<file path="src/rtl/pdm_mic_ctrl.sv">
// pdm_mic_ctrl: sequencing controller for one PDM mic channel and its sinc3 filter.
// Holds the filter through wake-up, discards settling words, then buffers output words.
module pdm_mic_ctrl #(
    parameter int WAKE_CYCLES  = 1024,
    parameter int SETTLE_WORDS = 4,
    parameter int FIFO_DEPTH   = 4
) (
    input  logic        mclk1,
    input  logic        reset,
    input  logic        enable,
    output logic        filt_rst,
    input  logic [15:0] filt_data,
    input  logic        filt_en,
    output logic [15:0] m_data,
    output logic        m_valid,
    input  logic        m_ready,
    output logic        overflow,
    output logic [1:0]  state
);

    localparam int AW = $clog2(FIFO_DEPTH);
    localparam int WW = $clog2(WAKE_CYCLES + 1);
    localparam int SW = $clog2(SETTLE_WORDS + 1);

    localparam logic [WW-1:0] WAKE_LOAD   = WW'(WAKE_CYCLES - 1);
    localparam logic [SW-1:0] SETTLE_LAST = SW'(SETTLE_WORDS - 1);
    localparam logic [AW:0]   FULL_CNT    = (AW + 1)'(FIFO_DEPTH);

    typedef enum logic [1:0] {
        IDLE   = 2'd0,
        WAKE   = 2'd1,
        SETTLE = 2'd2,
        RUN    = 2'd3
    } state_t;

    state_t        cur;
    logic [WW-1:0] wake_cnt;
    logic [SW-1:0] settle_cnt;

    logic [15:0]   mem [FIFO_DEPTH];
    logic [AW-1:0] wr_ptr;
    logic [AW-1:0] rd_ptr;
    logic [AW:0]   count;

    logic push;
    logic pop;
    logic full;
    logic do_write;

    assign state    = cur;
    assign m_valid  = (count != '0);
    assign m_data   = mem[rd_ptr];
    assign full     = (count == FULL_CNT);
    assign pop      = m_valid && m_ready;
    assign push     = (cur == RUN) && filt_en && enable;
    // A full FIFO still accepts a word when the head leaves on the same edge.
    assign do_write = push && (!full || pop);

    always_ff @(posedge mclk1 or posedge reset) begin
        if (reset) begin
            cur        <= IDLE;
            filt_rst   <= 1'b1;
            wake_cnt   <= '0;
            settle_cnt <= '0;
        end else if (!enable) begin
            cur        <= IDLE;
            filt_rst   <= 1'b1;
            wake_cnt   <= '0;
            settle_cnt <= '0;
        end else begin
            unique case (cur)
                IDLE: begin
                    cur      <= WAKE;
                    filt_rst <= 1'b1;
                    wake_cnt <= WAKE_LOAD;
                end
                WAKE: begin
                    if (wake_cnt == '0) begin
                        cur      <= SETTLE;
                        filt_rst <= 1'b0;
                    end else begin
                        wake_cnt <= wake_cnt - WW'(1);
                    end
                end
                SETTLE: begin
                    if (filt_en) begin
                        if (settle_cnt == SETTLE_LAST) begin
                            cur        <= RUN;
                            settle_cnt <= '0;
                        end else begin
                            settle_cnt <= settle_cnt + SW'(1);
                        end
                    end
                end
                RUN: begin
                    cur <= RUN;
                end
                default: begin
                    cur      <= IDLE;
                    filt_rst <= 1'b1;
                end
            endcase
        end
    end

    always_ff @(posedge mclk1 or posedge reset) begin
        if (reset) begin
            wr_ptr   <= '0;
            rd_ptr   <= '0;
            count    <= '0;
            overflow <= 1'b0;
        end else if (!enable) begin
            // Flush only; overflow stays visible until the next start.
            wr_ptr <= '0;
            rd_ptr <= '0;
            count  <= '0;
        end else begin
            if (cur == IDLE) begin
                overflow <= 1'b0;
            end else if (push && full && !pop) begin
                overflow <= 1'b1;
            end
            if (do_write) begin
                wr_ptr <= wr_ptr + AW'(1);
            end
            if (pop) begin
                rd_ptr <= rd_ptr + AW'(1);
            end
            unique case ({do_write, pop})
                2'b10:   count <= count + (AW + 1)'(1);
                2'b01:   count <= count - (AW + 1)'(1);
                default: count <= count;
            endcase
        end
    end

    always_ff @(posedge mclk1 or posedge reset) begin
        if (reset) begin
            for (int i = 0; i < FIFO_DEPTH; i++) begin
                mem[i] <= '0;
            end
        end else if (do_write && enable) begin
            mem[wr_ptr] <= filt_data;
        end
    end

endmodule

</file>
<file path="config.mk">
export PLATFORM = sky130hd
export DESIGN_NAME = pdm_mic_ctrl
export DESIGN_NICKNAME = d
export VERILOG_FILES = /design/src/rtl/pdm_mic_ctrl.sv
export SDC_FILE = /design/constraint.sdc
export NUM_CORES = 1
export LEC_CHECK = 0
export BUFFER_PORTS_ARGS = -buffer_cell sky130_fd_sc_hd__buf_2
export CELL_PAD_IN_SITES_DETAIL_PLACEMENT = 0
export CELL_PAD_IN_SITES_GLOBAL_PLACEMENT = 1
export CORE_UTILIZATION = 52
export CTS_CLUSTER_DIAMETER = 120
export CTS_CLUSTER_SIZE = 12
export DETAILED_ROUTE_END_ITERATION = 6
export PLACE_DENSITY_LB_ADDON = 0.1
export SYNTH_ARGS = -nofsm -noshare
export SYNTH_HDL_FRONTEND = slang
export SYNTH_SLANG_ARGS = --single-unit
</file>
<file path="constraint.sdc">
create_clock -name mclk1 -period 5.75 [get_ports mclk1]
set_clock_uncertainty 0.1 [all_clocks]
set_input_delay 1.4375 -clock mclk1 [delete_from_list [all_inputs] [get_ports mclk1]]
set_output_delay 1.4375 -clock mclk1 [all_outputs]
set_load 0.02 [all_outputs]
</file>
==> results.md <==
* Status: finished clean
* Maximum Capacitance Violations at 0
* Logic depth of the worst path, buffers included at 2
* Routed wire per std cell at ~17 um
* Final HPWL from detailed placement at 5.05 mm
* Clock transition at the register clock pins on the worst setup and hold paths after CTS at ~80 ps
* Wire length of the first global-routing pass at around 13 mm
* Pre-Repair DR Iteration Count at 4
* FF-to-FF path depth at 6
* Unique cell type count in the Yosys netlist at 48
* Post-synth top flop: dfrtp_1
* Via count of the first global-routing pass at 2666
* Area of all sequential standard cells at 2230 sq um
* Slew @ Worst Pin at 1080 ps
* Worst path top cell family by delay: flip-flops
* Final-layout fill cell count at roughly 660
* Leakage power at ~2.4 nW
* Final hold violations at 0
* Area growth syn-to-layout at 11.6%
* Number of cells produced by synthesis at approximately 310
* Chip height at just over 90 um
* Cell Chain, Critical Path: mux4_2 > buf_2
* Library cell with the highest instance count after synthesis: dfrtp_1
* Number of gates given a new drive strength after cts at 0
* Floorplan Core Area at 7770 sq um
* Kind of critical path: register to output port
* Portion of the post-synthesis area used by sequential elements at 0.529
* Post-synthesis sequential element count at 89
* Setup violators final at 0
* Critical path buffers and inverters at 1
* Min Clock Period, post-route at between 3000 and 4000 ps
* Dominant cell type by area after synthesis: dfrtp_1
* TritonCTS Buffers at 9
* Top-area cell type share of the netlist area at 0.522
* Total overflow reported by the global router at 0
* Min-Delay Path Class: register to register
* Area post-placement at roughly 4500 sq um
* Required time at the worst-slack endpoint at approximately 4200 ps
* Post-synth ARST share at 1.00
* Port Buf Inserts at 41
* Area contributors post-synth: dfrtp_1 (52%), mux2_1 (17%), mux4_2 (8.5%)
* Data arrival time of the critical path at approximately 2200 ps
* Initial core utilization at 0.543
* Final GP Congestion at between 0.7 and 0.8
* TritonCTS clock tree: yes
* Final cell utilization of the core at 0.606
* IR Drop Worst-Case VDD at 0.000151 V
* Clock Sink Count at 89
* Total number of H-tree levels at 3
* Nets in the synthesized netlist at roughly 340
* Setup repair after global routing missed its margin: false
* Maximum number of pins on one net before global-route repair at 50
* Vias per cell at 5.66
* Number of enable flip-flop cells after synthesis at 0
* Library cell used as clock root buffer: clkbuf_8
* Final standard cell area without fillers at about 4700 sq um
* Number of vias in the routed layout at roughly 2.6k
* Postcts setup bufs at 0
* Detailed Route Iter0 Violations at 62
* Pre-CTS WS at 2310 ps
* Boundary pin count at 42
* Count of antenna-violating nets left after detailed routing at 0
* Synthesized area per cell at about 13 sq um
* Critical path peak fanout at 17
* Critical path startpoint category: register
* Leading cell types by count after synthesis: dfrtp_1 (88), mux2_1 (64), nor2_1 (18), mux4_2 (16), nand2_1 (13)
* Number of diodes at 0
* Final worst slack at 2010 ps
* Pwr/cell area at 266 nW/um^2
* Hold Path Cell Cnt at 1
* Die area at 8470 sq um
* Achievable frequency at approximately 270 MHz
* Drt total wl at between 7 and 8 mm
* Final TNS setup at 0 ps
* Crit. End Element: output port
* Yosys warning count at 0
* Clock insertion delay at the later pin of the skew report at roughly 350 ps
* Fraction of layout instances using a drive strength above 1 at 0.236
* Cell area after synthesis at ~4200 sq um
* Number of antenna violations at the first check in global routing at 0
* WHS at slightly below 400 ps
* Worst-case clock buffer depth at 2
* Critical path's slowest cell: dfrtp_1
* Slowest stage delay, CP at ~1100 ps
* Total global-route track usage at 0.206
* Total of hold buffers inserted after clock tree synthesis at 0
* Drc violations at 0
* Area of combinational cells with multiple inputs at roughly 1900 sq um
* Die Width at between 90 and 100 um
* Final number of max-transition violations at 0
* Total number of placement rows at 32
* Nets at 380
* Remaining max-slew budget at the tightest pin at 0.279
* Period utilization at 0.651
-- power by group --
| part | internal [W] | leakage (nW) | switching (W) | total, W |
|---|---|---|---|---|
| sequential | 0.000645 | 1.22 | 0.0000244 | 0.000670 |
| clock | 0.000246 | 0.114 | 0.000221 | 0.000466 |
| combinational | 0.0000479 | 1.04 | 0.0000667 | 0.000115 |
| total | 0.000939 | 2.37 | 0.000312 | 0.00125 |
-- metal layers --
layer,track usage,wire length [um],up-vias
met5,0,0,-
met4,0.0781,111,0
met3,0.0274,193,9
met2,0.332,3700,40
met1,0.287,3700,1312
li1,-,-,1231
-- final cells by class --
type,instances,share of cell area
Inverter,9,0.00744
Tap cell,102,0.0271
Timing Repair Buffer,42,0.0452
Clock buffer,9,0.0263
Clock inverter,7,0.0197
Multi-Input combinational cell,200,0.401
Sequential cell,89,0.474
-- cells in the final DEF (no fill, tap or decap), types with 2 or more instances in the layout --
cell / n
dfrtp_1: 88
mux2_1: 64
nand3_1: 7
nand4_1: 3
or4_1: 2
nand2_2: 4
o31ai_1: 3
bufinv_16: 2
mux4_2: 16
clkinv_2: 4
a311oi_1: 3
clkbuf_8: 9
o211ai_1: 2
a32o_1: 2
ha_1: 7
xor2_1: 2
nor3_1: 6
mux2i_1: 3
nand2b_1: 4
inv_1: 8
a21oi_1: 10
buf_2: 41
nand2_1: 13
nor2b_1: 2
inv_6: 2
a221oi_1: 2
a31oi_1: 2
nor2_1: 18
nand3b_1: 2
o21ai_0: 4
-- worst reg2reg max path, delay by kind of cell, from the launching register on --
kind,cells,cell delay [ps]
AO/OA/AOI/OAI,3,1190
adder cells (fa/ha/maj),1,240
buffers and inverters,1,80
flip-flops,1,410
AND/OR/NAND/NOR,1,190
-- worst paths after layout --
kind                            slack (ps)           end   startpoint
worst max-delay path                  2010    m_data[11]    rd_ptr[1]
worst min-delay path                   390       mem[44]      mem[44]
worst max register to register        3430   wake_cnt[3]  wake_cnt[0]
worst min register to register         390       mem[44]      mem[44]
max in group asynchronous             3410       mem[46]        reset
min in group asynchronous             1120  wake_cnt[10]        reset
-- logic make-up after synthesis --
family,count (synthesis),share of synthesized area
XOR/XNOR,2,0.00416
AND/OR/NAND/NOR,73,0.0971
flip-flops,89,0.529
multiplexers,83,0.264
adder cells (fa/ha/maj),8,0.0255
AO/OA/AOI/OAI,34,0.0570
buffers and inverters,25,0.0240
-- state kept, by name, summed over array words and instances (netlist names) --
register	cells
count	3
filt_rst	1
mem	64
overflow	1
rd_ptr	2
settle_cnt	3
state	2
wake_cnt	11
wr_ptr	2
-- stage by stage --
step	total power, W	cells
after floorplan	0.000759	314
after detailed placement	0.000799	442
after global routing	0.00131	458
final	0.00125	458
after global placement	0.000795	442
after CTS	0.00127	458
No activity file was read; power rests on OpenSTA's default activity.
